## src/rtl/csr_file_if.sv

```systemverilog
`default_nettype none
// ============================================================================
// Module : csr_file_if
// Brief  : Core-to-CSR-file bus: access strobe, address and data, plus trap
//          and mret control with the redirect vector.
// Rev    : 1.0
// ============================================================================
interface csr_file_if;
   logic        csr;
   logic [11:0] csr_rd_addr;
   logic        csr_wr_en;
   logic [31:0] csr_wr_data;
   logic [31:0] csr_rd_data;
   logic        csr_illegal;
   logic [31:0] pc;
   logic        trap;
   logic        mret;
   logic        retire;
   logic [31:0] trap_vector;

   modport master (
      output csr, csr_rd_addr, csr_wr_en, csr_wr_data, pc, trap, mret, retire,
      input  csr_rd_data, csr_illegal, trap_vector
   );

   modport slave (
      input  csr, csr_rd_addr, csr_wr_en, csr_wr_data, pc, trap, mret, retire,
      output csr_rd_data, csr_illegal, trap_vector
   );
endinterface
`default_nettype wire

```

## src/rtl/csr_file.sv

```systemverilog
`default_nettype none
// ============================================================================
// Module : csr_file
// Brief  : Machine-mode CSR responder with trap/mret handling. Define
//          CSR_COUNTERS_EN to implement the 64-bit mcycle/minstret counters.
// Rev    : 1.0
// ============================================================================
module csr_file #(
   parameter logic [31:0] MTVEC_RESET = 32'h0000_0000,
   parameter logic [31:0] HART_ID     = 32'h0
) (
   input  wire logic   clk,
   input  wire logic   reset,
   csr_file_if.slave   bus
);
   localparam logic [11:0] c_mstatus  = 12'h300;
   localparam logic [11:0] c_misa     = 12'h301;
   localparam logic [11:0] c_mtvec    = 12'h305;
   localparam logic [11:0] c_mscratch = 12'h340;
   localparam logic [11:0] c_mepc     = 12'h341;
   localparam logic [11:0] c_mcause   = 12'h342;
   localparam logic [11:0] c_mhartid  = 12'hF14;
   localparam logic [11:0] c_mcycle   = 12'hB00;
   localparam logic [11:0] c_minstret = 12'hB02;
   localparam logic [11:0] c_mcycleh  = 12'hB80;
   localparam logic [11:0] c_minstrth = 12'hB82;
   localparam logic [11:0] c_cycle    = 12'hC00;
   localparam logic [11:0] c_instret  = 12'hC02;
   localparam logic [11:0] c_cycleh   = 12'hC80;
   localparam logic [11:0] c_instreth = 12'hC82;
   localparam logic [31:0] c_misa_val = 32'h4000_0100;

   logic        mie_q, mie_d, mpie_q, mpie_d;
   logic [29:0] mtvec_q, mtvec_d, mepc_q, mepc_d;
   logic [31:0] mscratch_q, mscratch_d, mcause_q, mcause_d;
   logic [31:0] w_rdata;
   logic        w_mapped, w_ro_write, w_illegal, w_we;

`ifdef CSR_COUNTERS_EN
   logic [63:0] mcycle_q, mcycle_d, minstret_q, minstret_d;
   logic        w_inc_instret;
`endif

   always_comb begin
      w_rdata  = 32'h0;
      w_mapped = 1'b1;
      case (bus.csr_rd_addr)
         c_mstatus:  w_rdata = {19'b0, 2'b11, 3'b0, mpie_q, 3'b0, mie_q, 3'b0};
         c_misa:     w_rdata = c_misa_val;
         c_mtvec:    w_rdata = {mtvec_q, 2'b00};
         c_mscratch: w_rdata = mscratch_q;
         c_mepc:     w_rdata = {mepc_q, 2'b00};
         c_mcause:   w_rdata = mcause_q;
         c_mhartid:  w_rdata = HART_ID;
`ifdef CSR_COUNTERS_EN
         c_mcycle,   c_cycle:    w_rdata = mcycle_q[31:0];
         c_mcycleh,  c_cycleh:   w_rdata = mcycle_q[63:32];
         c_minstret, c_instret:  w_rdata = minstret_q[31:0];
         c_minstrth, c_instreth: w_rdata = minstret_q[63:32];
`else
         // Counter space stays legal but reads as zero without counters.
         c_mcycle, c_cycle, c_mcycleh, c_cycleh,
         c_minstret, c_instret, c_minstrth, c_instreth: w_rdata = 32'h0;
`endif
         default:    w_mapped = 1'b0;
      endcase
   end

   assign w_ro_write = bus.csr_wr_en &&
                       ((bus.csr_rd_addr[11:10] == 2'b11) || (bus.csr_rd_addr == c_misa));
   assign w_illegal  = bus.csr & (~w_mapped | w_ro_write);
   assign w_we       = bus.csr & bus.csr_wr_en & ~w_illegal & ~bus.trap;

   assign bus.csr_rd_data = bus.csr ? w_rdata : 32'h0;
   assign bus.csr_illegal = w_illegal;
   assign bus.trap_vector = bus.trap ? {mtvec_q, 2'b00} :
                            bus.mret ? {mepc_q, 2'b00}  : 32'h0;

   always_comb begin
      mie_d      = mie_q;
      mpie_d     = mpie_q;
      mtvec_d    = mtvec_q;
      mscratch_d = mscratch_q;
      mepc_d     = mepc_q;
      mcause_d   = mcause_q;
      if (w_we) begin
         case (bus.csr_rd_addr)
            c_mstatus: begin
               mie_d  = bus.csr_wr_data[3];
               mpie_d = bus.csr_wr_data[7];
            end
            c_mtvec:    mtvec_d    = bus.csr_wr_data[31:2];
            c_mscratch: mscratch_d = bus.csr_wr_data;
            c_mepc:     mepc_d     = bus.csr_wr_data[31:2];
            c_mcause:   mcause_d   = bus.csr_wr_data;
            default: ;
         endcase
      end
      if (bus.mret) begin
         mie_d  = mpie_q;
         mpie_d = 1'b1;
      end
      // Trap overrides both mret and any CSR write in the same cycle.
      if (bus.trap) begin
         mepc_d   = bus.pc[31:2];
         mcause_d = 32'd3;
         mpie_d   = mie_q;
         mie_d    = 1'b0;
      end
   end

   always_ff @(posedge clk or negedge reset) begin
      if (!reset) begin
         mie_q      <= 1'b0;
         mpie_q     <= 1'b0;
         mtvec_q    <= MTVEC_RESET[31:2];
         mscratch_q <= 32'h0;
         mepc_q     <= 30'h0;
         mcause_q   <= 32'h0;
      end else begin
         mie_q      <= mie_d;
         mpie_q     <= mpie_d;
         mtvec_q    <= mtvec_d;
         mscratch_q <= mscratch_d;
         mepc_q     <= mepc_d;
         mcause_q   <= mcause_d;
      end
   end

`ifdef CSR_COUNTERS_EN
   assign w_inc_instret = bus.retire & ~bus.trap;

   // A write to either half replaces the increment for the whole counter.
   always_comb begin
      mcycle_d   = mcycle_q + 64'd1;
      minstret_d = minstret_q + {63'd0, w_inc_instret};
      if (w_we) begin
         case (bus.csr_rd_addr)
            c_mcycle:   mcycle_d   = {mcycle_q[63:32], bus.csr_wr_data};
            c_mcycleh:  mcycle_d   = {bus.csr_wr_data, mcycle_q[31:0]};
            c_minstret: minstret_d = {minstret_q[63:32], bus.csr_wr_data};
            c_minstrth: minstret_d = {bus.csr_wr_data, minstret_q[31:0]};
            default: ;
         endcase
      end
   end

   always_ff @(posedge clk or negedge reset) begin
      if (!reset) begin
         mcycle_q   <= 64'h0;
         minstret_q <= 64'h0;
      end else begin
         mcycle_q   <= mcycle_d;
         minstret_q <= minstret_d;
      end
   end
`endif

   logic unused_bits;
   assign unused_bits = ^{bus.pc[1:0], bus.retire};

endmodule
`default_nettype wire
```

## src/flat_wrapper.sv

```systemverilog
// flat-port wrapper written by rule: the top's interface ports become plain ports
module csr_file_flat 
#(
   parameter logic [31:0] MTVEC_RESET = 32'h0000_0000,
   parameter logic [31:0] HART_ID     = 32'h0
)
  (clk, reset, bus_csr, bus_csr_rd_addr, bus_csr_wr_en, bus_csr_wr_data, bus_pc, bus_trap, bus_mret, bus_retire, bus_csr_rd_data, bus_csr_illegal, bus_trap_vector);
  csr_file_if bus_i ();
  input  wire logic clk;
  input  wire logic reset;
  input wire logic [$bits(bus_i.csr)-1:0] bus_csr;
  input wire logic [$bits(bus_i.csr_rd_addr)-1:0] bus_csr_rd_addr;
  input wire logic [$bits(bus_i.csr_wr_en)-1:0] bus_csr_wr_en;
  input wire logic [$bits(bus_i.csr_wr_data)-1:0] bus_csr_wr_data;
  input wire logic [$bits(bus_i.pc)-1:0] bus_pc;
  input wire logic [$bits(bus_i.trap)-1:0] bus_trap;
  input wire logic [$bits(bus_i.mret)-1:0] bus_mret;
  input wire logic [$bits(bus_i.retire)-1:0] bus_retire;
  output wire logic [$bits(bus_i.csr_rd_data)-1:0] bus_csr_rd_data;
  output wire logic [$bits(bus_i.csr_illegal)-1:0] bus_csr_illegal;
  output wire logic [$bits(bus_i.trap_vector)-1:0] bus_trap_vector;
  assign bus_i.csr = bus_csr;
  assign bus_i.csr_rd_addr = bus_csr_rd_addr;
  assign bus_i.csr_wr_en = bus_csr_wr_en;
  assign bus_i.csr_wr_data = bus_csr_wr_data;
  assign bus_i.pc = bus_pc;
  assign bus_i.trap = bus_trap;
  assign bus_i.mret = bus_mret;
  assign bus_i.retire = bus_retire;
  assign bus_csr_rd_data = bus_i.csr_rd_data;
  assign bus_csr_illegal = bus_i.csr_illegal;
  assign bus_trap_vector = bus_i.trap_vector;
  csr_file #(.MTVEC_RESET(MTVEC_RESET), .HART_ID(HART_ID)) u_core (.clk(clk), .reset(reset), .bus(bus_i));
endmodule
```

## config.mk

```make
export PLATFORM = sky130hd
export DESIGN_NAME = csr_file_flat
export DESIGN_NICKNAME = d
export VERILOG_FILES = /design/src/rtl/csr_file_if.sv /design/src/rtl/csr_file.sv /design/src/flat_wrapper.sv
export SDC_FILE = /design/constraint.sdc
export NUM_CORES = 1
export LEC_CHECK = 0
export CAP_MARGIN = 0
export CORE_MARGIN = 3
export CORE_UTILIZATION = 45
export DETAILED_ROUTE_END_ITERATION = 10
export PLACE_DENSITY_LB_ADDON = 0.15
export SYNTH_ARGS = -nofsm -noshare
export SYNTH_HDL_FRONTEND = slang
export SYNTH_SLANG_ARGS = --single-unit
```

## constraint.sdc

```tcl
create_clock -name clk -period 6.2 [get_ports clk]
set_clock_uncertainty 0.15 [all_clocks]
set_input_delay 1.24 -clock clk [delete_from_list [all_inputs] [get_ports clk]]
set_output_delay 1.24 -clock clk [all_outputs]
set_load 0.01 [all_outputs]
```

==> results by group <==
Status
  • Outcome: completed

Die
  • Die ar.: 0.0170 mm^2
  • Total core area: 0.0148 mm^2
  • Initial cell density of the core: 47.0%
  • Die Y-Extent: 130 um
  • I/O Pins: 148
  • Overall die width: 130 um
  • Row cnt: 44

Critical path
  • CP Cell Sequence: clkdlybuf4s50_1, nor2b_2, buf_4, a22oi_1, o21ai_0, a32oi_1, nor2_1, clkdlybuf4s50_1
  • Most used cell, CP: clkdlybuf4s50_1
  • CP max FO: 20
  • Crit path buf inv count: 3
  • Worst setup EP type: output port
  • CP max stage delay: 1.08 ns
  • CP startpoint kind: primary input
  • WS Path Type: in -> out
  • CP required: 4.81 ns
  • CP top delay family: buffers and inverters
  • Crit-path slowest cell: clkdlybuf4s50_1
  • WP data arrival: 4.28 ns

Global route
  • GRT overflow: 0
  • Initial antenna violation count: 0
  • GRT Resource Usage Total: 25.8%
  • Largest net degree at the start of global routing: 129
  • Global-route wire length before repair: 33,200 um
  • Vias in the first global route: 6,048

Final layout
  • Layout area overhead: 30.7%
  • Final nets: 882
  • Fin cells: 996
  • Layout cells sized above 1: 15.3%
  • Ant. Diodes: 0
  • Core Util, Final: 61.4%

Placement
  • Placed Cells incl. Taps: 964
  • GP Congestion: 0.834
  • DP HPWL: 13,500 um
  • Port bufs: 142

Clocking
  • Clk_lat worst skew: 0.42 ns
  • CTS tree: built
  • Cts repair resizes: 0
  • Clock Sinks: 126
  • Cts bufs inserted: 17
  • Worst-path clk slew: 0.06 ns
  • Post-CTS Setup Repair Bufs: 0
  • CTS Buffer Depth: 2
  • Hold_buf cts: 0
  • H-tree levels: 4
  • Clk root buf: clkbuf_16

Routing
  • Avg Vias per Cell: 5.82
  • DR iter-0 viols: 452
  • Post-Route WL: 21,300 um
  • Wirelength per Cell: 21.4 um
  • Drt pass-1 iters: 6
  • DRT antenna net count: 0
  • Residual DRC: 0
  • Vias: 5,797

Synthesis
  • Post-synth EDFFs: 0
  • Mapped Area: 0.00695 mm^2
  • Average cell area after synthesis: 10.3 um^2
  • FF+latch count, synth: 126
  • Asr flop ratio synth: 100%
  • YS warnings: 0
  • Ys flop type: dfrtp_1
  • Syn Inst Count: 673
  • Seq/Total Area, Yosys: 45.3%
  • Post-synthesis cell type count: 43

Hold path
  • Hold/Removal Path Class: reg -> reg

STA
  • Final count of pins violating max slew: 0
  • Relative slew slack: 20.4%
  • Final hold vios: 0
  • Tmin final: 5.67 ns
  • RSZ-0062 raised after global routing: false
  • F_max: 176 MHz
  • Setup TNS: 0 ns
  • Final setup violating endpoints: 0
  • Final period utilization: 91.5%
  • Slew @ Worst Pin: 1.19 ns
  • Smallest hold slack: 0.348 ns

Run
  • Max Cap Violations: 0

Pwr
  • PD cells: 227 mW/mm^2
  • Leak: 3.79 nW
  • VDD IR max: 0.200 mV
flip-flops by register name (all words and copies together), names as in the netlist:
name,flops
u_core.mpie_q,1
u_core.mie_q,1
u_core.mtvec_q,30
u_core.mscratch_q,32
u_core.mepc_q,30
u_core.mcause_q,32
worst reg2reg max path, stage by stage, from the launching register on:
cell,delay (ns)
dfrtp_1,0.39
mux2_1,0.29
nor2_1,0.11
o21ai_1,0.07
stage by stage:
stage / instance area [um^2] / total power [W] / setup slack, ns
after global placement: 8500 / 0.00107 / 0.593
after global routing: 9090 / 0.00213 / 0.358
final: 9090 / 0.00206 / 0.530
after floorplan: 6960 / 0.000946 / 2.06
after CTS: 9090 / 0.00208 / 0.533
after detailed placement: 8500 / 0.00107 / 0.559
placed cells by master (no fill, tap or decap), types with 2 or more instances in the layout:
cell,n
a21oi_1,30
a222oi_1,2
a22o_1,29
a22oi_1,31
a32oi_1,3
and2_1,3
and3_1,2
buf_4,18
bufinv_16,2
clkbuf_1,2
clkbuf_16,17
clkbuf_8,4
clkdlybuf4s50_1,139
clkinv_2,2
clkinvlp_4,4
conb_1,2
dfrtp_1,126
inv_1,2
mux2_1,3
mux2_4,60
mux2i_1,60
nand2_1,132
nand2b_1,2
nand3_1,2
nand3b_1,2
nor2_1,34
nor2b_1,4
nor3_1,2
nor4_4,3
o21ai_0,29
o21ai_1,32
o22ai_1,5
cells by family (layout without fill, tap and decap cells):
| group | after synthesis | after routing | share of synthesized area (%) |
|---|---|---|---|
| simple gates | 202 | 202 | 13.1 |
| compound gates | 165 | 165 | 15.1 |
| flops | 126 | 126 | 45.3 |
| mux | 123 | 123 | 22.1 |
| buf+inv | 56 | 194 | 4.34 |
| other cells | 1 | 2 | 0.0539 |
final timing paths:
path,start,endpoint,slack [ns],cells after the start
setup / recovery,bus_csr_rd_addr[0],bus_csr_rd_data[11],0.53,8
hold / removal,u_core.mscratch_q[31],u_core.mscratch_q[31],0.35,1
setup reg to reg,u_core.mpie_q,u_core.mpie_q,5.07,3
hold reg to reg,u_core.mscratch_q[31],u_core.mscratch_q[31],0.35,1
max in group asynchronous,reset,u_core.mepc_q[26],3.92,2
min in group asynchronous,reset,u_core.mepc_q[15],0.59,1
Yosys cell counts (3+ instances only):
cell      count  area [um^2]
o21ai_1      32          160
a21oi_1      30          150
nor2b_1       6         37.5
a22o_1       29          254
a32oi_1       3         26.3
mux2_4       60          901
mux2i_1      60          601
nand3_1       3         15.0
buf_4         6         45.0
buf_2        13         65.1
a22oi_1      31          233
nor2_1       35          131
o22ai_1       5         31.3
clkbuf_1     29          109
nand2_1     132          495
mux2_1        3         33.8
buf_6         4         45.0
dfrtp_1     126         3150
and3_1        3         18.8
and2_1        3         18.8
o21ai_0      29          145
metal layers:
layer	global-route usage, %	share of wire [%]
met1	36.3	46
met2	38.6	46
met3	5.12	6.6
met4	11.2	1.8
met5	0	0
layout make-up:
type / instances / area, um^2
Fill cell: 1231 / 5720
Multi-Input combinational cell: 492 / 3540
Sequential cell: 126 / 3150
Timing Repair Buffer: 160 / 1560
Clock buffer: 23 / 488
Tap cell: 184 / 230
Clock inverter: 9 / 109
Inverter: 2 / 7.51
power by group:
| group | switching (W) | internal (W) | leakage, nW |
|---|---|---|---|
| logic | 0.000107 | 0.0000957 | 1.82 |
| clock network | 0.000371 | 0.000633 | 0.281 |
| registers | 0.0000160 | 0.000842 | 1.69 |
| total | 0.000494 | 0.00157 | 3.79 |
(Power assumes the default switching activity.)
